===== src/rtl/sim_iddr_deser_if.sv =====
// Bus bundle for the DDR input deserialiser: DDR data and controls in, aligned
// pair and deserialised word out.
interface sim_iddr_deser_if #(
    parameter int WIDTH = 4,
    parameter int RATIO = 4
);
    logic                     ce;
    logic [WIDTH-1:0]         d;
    logic                     bitslip;
    logic [WIDTH-1:0]         q1;
    logic [WIDTH-1:0]         q2;
    logic [WIDTH*RATIO-1:0]   word;
    logic                     word_valid;

    modport master (output ce, d, bitslip, input q1, q2, word, word_valid);
    modport slave  (input ce, d, bitslip, output q1, q2, word, word_valid);
endinterface


===== src/rtl/sim_iddr_deser.sv =====
// DDR input capture (three alignment modes) feeding a per-lane 2-bit-per-cycle
// shift register with a shared word counter and bitslip control.
module sim_iddr_deser_lane #(
    parameter int MODE  = 2,
    parameter int RATIO = 4
) (
    input  logic             clk100,
    input  logic             reset,
    input  logic             ce,
    input  logic             d,
    input  logic             load,
    output logic             q1,
    output logic             q2,
    output logic [RATIO-1:0] word
);
    logic             rise_s;
    logic             fall_s;
    logic [RATIO-1:0] sr_nxt;

    always_ff @(posedge clk100 or posedge reset) begin
        if (reset)   rise_s <= 1'b0;
        else if (ce) rise_s <= d;
    end

    always_ff @(negedge clk100 or posedge reset) begin
        if (reset)   fall_s <= 1'b0;
        else if (ce) fall_s <= d;
    end

    // Only the low RATIO-2 bits survive the next shift, so only they are stored.
    if (RATIO == 2) begin : g_r2
        assign sr_nxt = {rise_s, fall_s};
    end else begin : g_rn
        logic [RATIO-3:0] hist;
        always_ff @(posedge clk100 or posedge reset) begin
            if (reset)   hist <= '0;
            else if (ce) hist <= sr_nxt[RATIO-3:0];
        end
        assign sr_nxt = {hist, rise_s, fall_s};
    end

    always_ff @(posedge clk100 or posedge reset) begin
        if (reset)           word <= '0;
        else if (ce && load) word <= sr_nxt;
    end

    if (MODE == 2) begin : g_q1_pipe
        always_ff @(posedge clk100 or posedge reset) begin
            if (reset)   q1 <= 1'b0;
            else if (ce) q1 <= rise_s;
        end
    end else begin : g_q1_dir
        assign q1 = rise_s;
    end

    // MODE 0 exposes the falling sample as soon as it is taken.
    if (MODE == 0) begin : g_q2_neg
        assign q2 = fall_s;
    end else begin : g_q2_pos
        always_ff @(posedge clk100 or posedge reset) begin
            if (reset)   q2 <= 1'b0;
            else if (ce) q2 <= fall_s;
        end
    end
endmodule

module sim_iddr_deser #(
    parameter int WIDTH = 4,
    parameter int MODE  = 2,
    parameter int RATIO = 4
) (
    input logic             clk100,
    input logic             reset,
    sim_iddr_deser_if.slave bus
);
    localparam int CW = (RATIO > 2) ? $clog2(RATIO / 2) : 1;
    localparam logic [CW-1:0] LAST = CW'(RATIO / 2 - 1);

    logic [CW-1:0] cnt;
    logic          load;

    // A slipped pair is shifted in but not counted, pushing the boundary 2 bits.
    assign load = bus.ce && !bus.bitslip && (cnt == LAST);

    always_ff @(posedge clk100 or posedge reset) begin
        if (reset) begin
            cnt             <= '0;
            bus.word_valid  <= 1'b0;
        end else begin
            bus.word_valid <= load;
            if (bus.ce && !bus.bitslip)
                cnt <= (cnt == LAST) ? '0 : cnt + CW'(1);
        end
    end

    for (genvar l = 0; l < WIDTH; l++) begin : g_lane
        sim_iddr_deser_lane #(.MODE(MODE), .RATIO(RATIO)) u_lane (
            .clk100 (clk100),
            .reset  (reset),
            .ce     (bus.ce),
            .d      (bus.d[l]),
            .load   (load),
            .q1     (bus.q1[l]),
            .q2     (bus.q2[l]),
            .word   (bus.word[l*RATIO +: RATIO])
        );
    end
endmodule


===== src/flat_wrapper.sv =====
// flat-port wrapper written by rule: the top's interface ports become plain ports
module sim_iddr_deser_flat 
#(
    parameter int WIDTH = 4,
    parameter int MODE  = 2,
    parameter int RATIO = 4
)
  (clk100, reset, bus_ce, bus_d, bus_bitslip, bus_q1, bus_q2, bus_word, bus_word_valid);
  sim_iddr_deser_if #(.WIDTH(WIDTH), .RATIO(RATIO)) bus_i ();
  input logic clk100;
  input logic reset;
  input wire logic [$bits(bus_i.ce)-1:0] bus_ce;
  input wire logic [$bits(bus_i.d)-1:0] bus_d;
  input wire logic [$bits(bus_i.bitslip)-1:0] bus_bitslip;
  output wire logic [$bits(bus_i.q1)-1:0] bus_q1;
  output wire logic [$bits(bus_i.q2)-1:0] bus_q2;
  output wire logic [$bits(bus_i.word)-1:0] bus_word;
  output wire logic [$bits(bus_i.word_valid)-1:0] bus_word_valid;
  assign bus_i.ce = bus_ce;
  assign bus_i.d = bus_d;
  assign bus_i.bitslip = bus_bitslip;
  assign bus_q1 = bus_i.q1;
  assign bus_q2 = bus_i.q2;
  assign bus_word = bus_i.word;
  assign bus_word_valid = bus_i.word_valid;
  sim_iddr_deser #(.WIDTH(WIDTH), .MODE(MODE), .RATIO(RATIO)) u_core (.clk100(clk100), .reset(reset), .bus(bus_i));
endmodule

===== config.mk =====
export PLATFORM = sky130hd
export DESIGN_NAME = sim_iddr_deser_flat
export DESIGN_NICKNAME = d
export VERILOG_FILES = /design/src/rtl/sim_iddr_deser_if.sv /design/src/rtl/sim_iddr_deser.sv /design/src/flat_wrapper.sv
export SDC_FILE = /design/constraint.sdc
export NUM_CORES = 1
export LEC_CHECK = 0
export ABC_AREA = 1
export BUFFER_PORTS_ARGS = -buffer_cell sky130_fd_sc_hd__clkbuf_2
export CORE_MARGIN = 1
export CORE_UTILIZATION = 55
export DETAILED_ROUTE_END_ITERATION = 16
export GPL_TIMING_DRIVEN = 0
export PLACE_DENSITY = 0.82
export SLEW_MARGIN = 20
export SYNTH_ARGS = -nofsm -noshare
export SYNTH_HDL_FRONTEND = slang
export SYNTH_HIERARCHICAL = 1
export SYNTH_SLANG_ARGS = --single-unit

===== constraint.sdc =====
create_clock -name clk100 -period 3.53 [get_ports clk100]
set_input_delay 0.706 -clock clk100 [delete_from_list [all_inputs] [get_ports clk100]]
set_output_delay 0.706 -clock clk100 [all_outputs]
set_load 0.01 [all_outputs]

==> impl_metrics.yaml, run 1 <==
run_status:
  status: "finished clean"
setup_path:
  timing.critical_path.fanout_max: 14
  regToRegSetupSlack_ns: 1.09
  worst_r2r_startpoint: "u_core/g_lane[2].u_lane/fall_s"
  worst-setup-path-type: "in2reg"
  crit_end: "u_core/g_lane[3].u_lane/fall_s"
  cp-end-kind: "flip-flop"
  setup.worst_path.start: "bus_ce"
  crit_path_launch_type: "primary input"
  worst-endpoint-arrival_ns: 1.29
  worst-endpoint-required_ns: 1.92
  r2r_cells: 2
  endpoint_of_the_worst_register_to_register_path: "u_core/g_lane[2].u_lane/word[0]"
sta:
  rsz_0062_raised_after_global_routing: "false"
  postLayoutSetupSlackWorst_ns: 0.638
  tightestPinTransition_ns: 0.804
  final_hold_viol_count: 0
  timing.clock.skew_ns: 0.0164
  totalNegativeSetupSlack_ns: 0
  final_max_slew_viol_count: 0
  worst_slew_margin_relative_to_its_limit_pct: 46.3
  report.final.setup_viol: 0
pwr:
  ir_worst_vdd_v: 0.000492
  power.static_leakage_nw: 0.919
  power_per_cell_area_nw_per_um2: 592
  finalPower_uw: 949
cells_and_area:
  layout.cells.most_common: "sky130_fd_sc_hd__nand2_1"
  number_of_diodes_added_for_antenna_fixing: 0
  layout.cells.most_common_list: "sky130_fd_sc_hd__nand2_1, sky130_fd_sc_hd__clkbuf_2, sky130_fd_sc_hd__dfrtp_1"
  flow.area_growth_from_synthesis_pct: 19.5
  post_layout_inst_area_um2: 1600
  post-route-util_pct: 71.1
  layout_cells_sized_above_1_pct: 24.2
  design.final.nets: 193
global_route:
  grt_max_degree: 22
  met3_usage_pct: 6.25
  grt_pass1_vias: 980
  grt_use_met1_pct: 26.6
  grt.busiest_layer: "met2"
  antenna_found_initial: 0
  globalRoute.totalOverflow: 0
  global_route.usage.total_pct: 22.6
  groute.layer.met2.usage_pct: 36.6
  grt_first_pass_wirelength_um: 4150
placed_design:
  placement.setup.worst_slack_ns: 0.301
  routabilityCongestion: 0.749
  hpwl_um: 1750
  numPortBuffers: 32
  dpl-instance-area_um2: 1540
floorplanning:
  coreArea_um2: 2250
  die-area_um2: 2640
  num_rows: 17
  die_x_um: 51.4
  die_h_um: 51.4
  pin_count: 33
  floorplan.initialDensity_pct: 59.5
clocking:
  cts.repair_timing.setup_buffer_count: 0
  cts_buffers: 5
  bufs_on_longest_clock_path: 2
  clk-insertion-delay-late_ns: 0.33
  clkSlewWorstSetupHoldPaths_ns: 0.11
  cts_root_buffer: "sky130_fd_sc_hd__clkbuf_4"
  ctsHtreeMaxLevel: 2
  cts-hold-fix-buffers: 0
  cts_tree: "done"
  clock_sinks: 34
  ctsResizeCount: 0
yosys:
  synthDistinctLibCells: 9
  syn-mean-instance-area_um2: 9.20
  synth_sequential_area_ratio_pct: 63.4
  syn-num-nets: 154
  synthesis.area_um2: 1340
  yosys_warnings: 6
  combinational_family_with_the_most_area_after_synthesis: "simple AND/OR/NAND/NOR gates"
  synthMuxAreaShare_pct: 0
  synth_simple_gate_area_share_pct: 20.9
  synth-adder-area-share_pct: 0
  ys_ff_latch: 34
  synth-compound-area-share_pct: 5.96
  synthXorXnorAreaFrac_pct: 0
  synthesis.instances: 146
job:
  maximum_capacitance_violations: 0
route:
  drt-total-wl_um: 2520
  route.antenna.remaining_nets: 0
  firstDrtPassIters: 4
  drt-vias-per-instance: 4.92
  remaining_drc_errors: 0
  detailroute.via_count: 1053
  route.detailed.wl_per_inst_um: 11.8
  first_iter_violations: 28
hold_path:
  hold_path_class: "in2async"
kinds of logic after synthesis:
group	Yosys count
AO/OA/AOI/OAI	16
buffers and inverters	27
flip-flops	34
AND/OR/NAND/NOR	69
how the worst min path moves through the flow:
stage	cells past startpoint	to	slack, ns	start
detailed placement	2	u_core/g_lane[3].u_lane/word[2]	0.46	u_core/g_lane[3].u_lane/word[2]
global route	2	u_core/bus.word_valid	0.27	reset
global placement	2	u_core/g_lane[3].u_lane/word[1]	0.45	u_core/g_lane[3].u_lane/word[1]
floorplan	2	u_core/cnt	0.44	u_core/cnt
finish	2	u_core/bus.word_valid	0.27	reset
CTS	2	u_core/bus.word_valid	0.26	reset
sequential cells by signal (all words and copies together), names as in the netlist:
name	count
u_core/g_lane.u_lane/g_rn.hist	4
u_core/cnt	1
u_core/g_lane.u_lane/q1	4
u_core/bus.word_valid	1
u_core/g_lane.u_lane/fall_s	4
u_core/g_lane.u_lane/word	16
u_core/g_lane.u_lane/rise_s	4
cell type report:
| type | instances | area (um^2) |
|---|---|---|
| multi-input combinational | 85 | 363 |
| timing repair buffer | 32 | 160 |
| buffer | 4 | 45.0 |
| sequential | 34 | 851 |
| tap | 28 | 35.0 |
| clock buffer | 6 | 51.3 |
| fill | 175 | 651 |
| inverter | 23 | 86.3 |
| clock inverter | 2 | 12.5 |
critical path, cell delays in order:
cell,delay (ns)
sky130_fd_sc_hd__clkbuf_2,0.23
sky130_fd_sc_hd__buf_6,0.21
sky130_fd_sc_hd__nand2_1,0.06
sky130_fd_sc_hd__o21ai_0,0.07
synthesized netlist by cell type:
cell type | number | area [um^2]
sky130_fd_sc_hd__nand2_1 | 51 | 191
sky130_fd_sc_hd__dfrtp_1 | 30 | 751
sky130_fd_sc_hd__inv_1 | 23 | 86.3
sky130_fd_sc_hd__nand3_1 | 17 | 85.1
sky130_fd_sc_hd__o21ai_0 | 12 | 60.1
sky130_fd_sc_hd__buf_6 | 4 | 45.0
sky130_fd_sc_hd__dfrtn_1 | 4 | 100
sky130_fd_sc_hd__o21ai_1 | 4 | 20.0
sky130_fd_sc_hd__nor2_1 | 1 | 3.75
routing by layer:
metal	vias up	routed length (um)
li1	530	-
met5	-	0
met1	482	1030
met2	37	1310
met4	0	41
met3	4	140
per-stage QoR:
stage	hold WS, ns	instances
after detailed placement	0.460	206
after global routing	0.266	214
after global placement	0.452	206
after CTS	0.258	214
after floorplan	0.442	146
final	0.270	214
power breakdown:
group / leakage, nW / total (mW) / switching (mW) / internal [mW]
combinational: 0.457 / 0.211 / 0.126 / 0.0849
sequential: 0.428 / 0.516 / 0.0476 / 0.469
clock: 0.0343 / 0.223 / 0.127 / 0.0957
total: 0.919 / 0.949 / 0.300 / 0.649
No activity file was read; power rests on OpenSTA's default activity.
==> run 2: changes to the inputs <==
- ABC_AREA: 1 -> 0
- CORE_UTILIZATION: 55 -> 46
- PLACE_DENSITY: 0.82 -> 0.73
- clock period: 3.53 -> 2.4 ns (I/O delays scaled with it)
==> impl_metrics.yaml, run 2 <==
run_status:
  status: "finished clean"
yosys:
  synth_sequential_area_ratio_pct: 62.2
  synthTopCellsByCount: "sky130_fd_sc_hd__dfrtp_1, sky130_fd_sc_hd__mux2_4, sky130_fd_sc_hd__inv_1, sky130_fd_sc_hd__mux2_2, sky130_fd_sc_hd__o21ai_0"
  yosys_warnings: 6
  synth_most_common_cell: "sky130_fd_sc_hd__dfrtp_1"
  syn-num-nets: 99
  synth_enable_flop_cells: 0
  syn-mean-instance-area_um2: 15.0
  netlist.top_cell.by_area: "sky130_fd_sc_hd__dfrtp_1"
  post-synth-top-area-fraction_pct: 54.9
  ys_ff_latch: 34
  async_reset_ff_share_pct: 100
  dominantRegCellSynth: "sky130_fd_sc_hd__dfrtp_1"
  synthDistinctLibCells: 11
  ys_top_cells_by_area: "sky130_fd_sc_hd__dfrtp_1, sky130_fd_sc_hd__mux2_4, sky130_fd_sc_hd__dfrtn_1"
  synthesis.area_um2: 1370
  synthesis.instances: 91
global_route:
  antenna_found_initial: 0
  globalRoute.totalOverflow: 0
  grt_pass1_vias: 794
  grt_max_degree: 26
  grt_first_pass_wirelength_um: 3590
  global_route.usage.total_pct: 15.3
clocking:
  clkSlewWorstSetupHoldPaths_ns: 0.11
  cts.repair_timing.setup_buffer_count: 0
  ctsResizeCount: 0
  ctsHtreeMaxLevel: 2
  cts_root_buffer: "sky130_fd_sc_hd__clkbuf_4"
  bufs_on_longest_clock_path: 2
  cts_buffers: 5
  clk-insertion-delay-late_ns: 0.32
  clock_sinks: 34
  cts-hold-fix-buffers: 0
  cts_tree: "done"
placed_design:
  routabilityCongestion: 0.663
  placement.setup.worst_slack_ns: -0.206
  placed_cells_incl_taps: 154
  numPortBuffers: 32
  hpwl_um: 1550
  dpl-instance-area_um2: 1570
floorplanning:
  pin_count: 33
  floorplan.initialDensity_pct: 49.2
  die-area_um2: 3200
  die_x_um: 56.5
  die_h_um: 56.5
  coreArea_um2: 2780
  num_rows: 19
pwr:
  seqPwrFrac_pct: 49.8
  netSwitchingPower_uw: 507
  ir_worst_vdd_v: 0.000701
  power_per_cell_area_nw_per_um2: 1060
  combPwrFrac_pct: 31.5
  swShare_pct: 29.5
  power_frac_clock_pct: 18.6
  power.static_leakage_nw: 0.912
  finalPower_mw: 1.72
  cellInternalPower_mw: 1.21
sta:
  timing.clock.skew_ns: 0.0173
  whs_ns: 0.0299
  final_hold_viol_count: 0
  worst_slew_margin_relative_to_its_limit_pct: 45.6
  tightestPinTransition_ns: 0.812
  rsz_0062_raised_after_global_routing: "false"
  totalNegativeSetupSlack_ns: 0
  final_max_slew_viol_count: 0
  postLayoutSetupSlackWorst_ns: 0.127
  report.final.setup_viol: 0
setup_path:
  worst-endpoint-arrival_ns: 1.20
  worst-setup-path-type: "in2reg"
  endpoint_of_the_worst_register_to_register_path: "u_core/g_lane[0].u_lane/g_rn.hist[0]"
  worst-endpoint-required_ns: 1.32
  cp-end-kind: "flip-flop"
  setup.worst_path.start: "bus_ce"
  crit_path_launch_type: "primary input"
  r2r_cells: 1
  worst_r2r_startpoint: "u_core/g_lane[0].u_lane/fall_s"
  timing.critical_path.fanout_max: 25
  regToRegSetupSlack_ns: 0.46
route:
  remaining_drc_errors: 0
  route.antenna.remaining_nets: 0
  route.detailed.wl_per_inst_um: 13.3
  first_iter_violations: 5
  detailroute.via_count: 796
  drt-total-wl_um: 2160
  firstDrtPassIters: 4
  drt-vias-per-instance: 4.91
cells_and_area:
  design.final.nets: 138
  instances_no_fill: 162
  largest_register_ffs: 16
  fillerInstances: 224
  largest-register: "u_core/g_lane.u_lane/word"
  layout_cells_sized_above_1_pct: 52.7
  layout.cells.most_common: "sky130_fd_sc_hd__clkbuf_2"
  number_of_diodes_added_for_antenna_fixing: 0
  layout.cells.most_common_list: "sky130_fd_sc_hd__clkbuf_2, sky130_fd_sc_hd__dfrtp_1, sky130_fd_sc_hd__mux2_4"
  post_layout_inst_area_um2: 1630
  post-route-util_pct: 58.5
  flow.area_growth_from_synthesis_pct: 18.9
job:
  maximum_capacitance_violations: 0
hold_path:
  hold_path_class: "in2async"
[run 2: changes by cell type in the layout (fill, tap and decap cells not counted), sizes merged]
cell      previous run  this run
nand2               51         8
mux2                 0        24
nand3               17         0
inv                 23        14
o21ai               16         8
buf                  4         0
clkbuf              38        39
clkinvlp             1         0
nand2b               0         1
xnor2                0         1
[run 2: power by group through the flow]
stage / clock network (mW) / logic [mW] / registers, mW
floorplan: 0 / 0.277 / 0.928
global placement: 0 / 0.537 / 0.859
detailed placement: 0 / 0.551 / 0.869
CTS: 0.333 / 0.551 / 0.862
global route: 0.364 / 0.582 / 0.880
finish: 0.320 / 0.542 / 0.856
[run 2: cell type report]
| cell class | count | area, um^2 | share of cell area [%] |
|---|---|---|---|
| clock buffers | 7 | 55.1 | 3.38 |
| well taps | 31 | 38.8 | 2.38 |
| flip-flops and latches | 34 | 851 | 52.3 |
| repair buffers | 32 | 160 | 9.85 |
| clock inverters | 1 | 5.00 | 0.308 |
| multi-input cells | 43 | 464 | 28.5 |
| inverters | 14 | 52.6 | 3.23 |
[run 2: how the worst max path moves through the flow]
stage                                          end  slack [ns]
finish              u_core/g_lane[0].u_lane/fall_s        0.13
global route        u_core/g_lane[1].u_lane/fall_s        0.09
CTS                 u_core/g_lane[0].u_lane/fall_s        0.13
detailed placement  u_core/g_lane[0].u_lane/fall_s       -0.21
global placement    u_core/g_lane[2].u_lane/fall_s       -0.14
floorplan           u_core/g_lane[0].u_lane/fall_s        0.45
[run 2: per-layer routing]
| metal | part of all wire, % | global-route usage (%) |
|---|---|---|
| met5 | 0 | 0 |
| met4 | 1.3 | 7.32 |
| met3 | 5.3 | 5.07 |
| met2 | 49 | 24.2 |
| met1 | 45 | 18.9 |
[run 2: cells by family (layout without fill, tap and decap cells)]
kind of cell / count (synthesis) / in the layout / share of synthesized area [%]
buf+inv: 14 / 54 / 3.84
compound gates: 8 / 8 / 2.93
xor+xnor: 1 / 1 / 1.19
flops: 34 / 34 / 62.2
mux: 24 / 24 / 24.2
simple gates: 10 / 10 / 5.67
[run 2: critical path: stages]
cell and delay (ns):
sky130_fd_sc_hd__clkbuf_2 0.40, sky130_fd_sc_hd__nand2_1 0.20, sky130_fd_sc_hd__o21ai_0 0.11
==> run 3: changes to the inputs <==
- CORE_UTILIZATION: 46 -> 55
- PLACE_DENSITY: 0.73 -> 0.82
- clock period: 2.4 -> 2.8 ns (I/O delays scaled with it)
==> impl_metrics.yaml, run 3 (same netlist as run 2, synthesis figures left out) <==
run_status:
  status: "finished clean"
pwr:
  finalPower_mw: 1.47
  ir_worst_vdd_v: 0.000729
  power.static_leakage_nw: 0.912
  power_per_cell_area_nw_per_um2: 907
clocking:
  cts_buffers: 5
  clkSlewWorstSetupHoldPaths_ns: 0.10
  bufs_on_longest_clock_path: 2
  ctsResizeCount: 0
  cts.repair_timing.setup_buffer_count: 0
  ctsHtreeMaxLevel: 2
  cts-hold-fix-buffers: 0
  clock_sinks: 34
  clk-insertion-delay-late_ns: 0.31
  cts_root_buffer: "sky130_fd_sc_hd__clkbuf_4"
  cts_tree: "done"
floorplanning:
  num_rows: 17
  die-area_um2: 2690
  floorplan.initialDensity_pct: 60.1
  die_h_um: 51.9
  die_x_um: 51.9
  coreArea_um2: 2280
  pin_count: 33
route:
  firstDrtPassIters: 3
  drt-total-wl_um: 2130
  route.detailed.wl_per_inst_um: 13.4
  drt-vias-per-instance: 4.86
  route.antenna.remaining_nets: 0
  first_iter_violations: 7
  detailroute.via_count: 773
  remaining_drc_errors: 0
global_route:
  grt_first_pass_wirelength_um: 3710
  grt_pass1_vias: 812
  globalRoute.totalOverflow: 0
  grt_max_degree: 26
  global_route.usage.total_pct: 19.2
  antenna_found_initial: 0
sta:
  timing.clock.skew_ns: 0.00661
  final_max_slew_viol_count: 0
  postLayoutSetupSlackWorst_ns: 0.277
  tightestPinTransition_ns: 0.769
  final_hold_viol_count: 0
  worst_slew_margin_relative_to_its_limit_pct: 48.5
  rsz_0062_raised_after_global_routing: "false"
  totalNegativeSetupSlack_ns: 0
  report.final.setup_viol: 0
setup_path:
  worst-endpoint-required_ns: 1.53
  crit_path_launch_type: "primary input"
  worst-endpoint-arrival_ns: 1.25
  worst-setup-path-type: "in2reg"
  timing.critical_path.fanout_max: 25
  timing.critical_path.slowest_stage_cell: "sky130_fd_sc_hd__clkbuf_2"
  cp.buffers_inverters: 1
  cp_top_family: "buffers and inverters"
  path_cells: "clkbuf_2, nand2_1, o21ai_0"
  timing.critical_path.slowest_cell_delay_ns: 0.38
  cp-end-kind: "flip-flop"
cells_and_area:
  fillerInstances: 160
  number_of_diodes_added_for_antenna_fixing: 0
  layout.cells.most_common: "sky130_fd_sc_hd__clkbuf_2"
  largest-register: "u_core/g_lane.u_lane/word"
  layout_cells_sized_above_1_pct: 52.7
  flow.area_growth_from_synthesis_pct: 18.7
  design.final.nets: 138
  layout.cells.most_common_list: "sky130_fd_sc_hd__clkbuf_2, sky130_fd_sc_hd__dfrtp_1, sky130_fd_sc_hd__mux2_4"
  largest_register_ffs: 16
placed_design:
  routabilityCongestion: 0.724
  hpwl_um: 1600
  placement.setup.worst_slack_ns: -0.0544
  numPortBuffers: 32
hold_path:
  hold_path_class: "in2async"
job:
  maximum_capacitance_violations: 0
## run 3: cell counts in the layout (fill, tap and decap cells not counted)
Identical to the previous run, type by type.
## run 3: cell type report
type                    count  area [um^2]  share of cell area, %
flip-flops and latches     34          851                   52.4
multi-input cells          43          464                   28.6
repair buffers             32          160                   9.87
clock buffers               7         55.1                   3.39
inverters                  14         52.6                   3.24
well taps                  28         35.0                   2.16
clock inverters             1         5.00                  0.308
## run 3: through the flow
stage	std cells	hold slack (ns)	utilization (%)	cell area (um^2)
after floorplan	91	0.301	-	1370
after CTS	159	0.129	71.3	1620
after detailed placement	151	0.467	68.7	1560
final	159	0.140	71.3	1620
after global placement	151	0.461	68.7	1560
after global routing	159	0.140	71.3	1620
## run 3: worst paths after layout
kind,end,from,slack [ns],cells after the start
max,u_core/g_lane[0].u_lane/fall_s,bus_ce,0.28,3
min,u_core/bus.word_valid,reset,0.14,2
max reg2reg,u_core/g_lane[0].u_lane/g_rn.hist[0],u_core/g_lane[0].u_lane/fall_s,0.66,1
min reg2reg,u_core/g_lane[0].u_lane/word[2],u_core/g_lane[0].u_lane/word[2],0.52,1
max in group asynchronous,u_core/g_lane[2].u_lane/fall_s,reset,1.01,2
min in group clk100,u_core/g_lane[1].u_lane/rise_s,bus_d[1],0.47,3
## run 3: report_power, final
group          switching [mW]  internal, mW  total (mW)
Combinational           0.191         0.276       0.467
Clock                   0.147         0.122       0.269
Sequential             0.0948         0.641       0.736
Total                   0.433          1.04        1.47
## run 3: metal layers
layer,global-route usage (%),up-vias,routed length [um]
li1,-,375,-
met1,25.0,375,992
met2,31.8,21,1040
met3,5.26,2,82
met4,4.05,0,13
met5,0,-,0
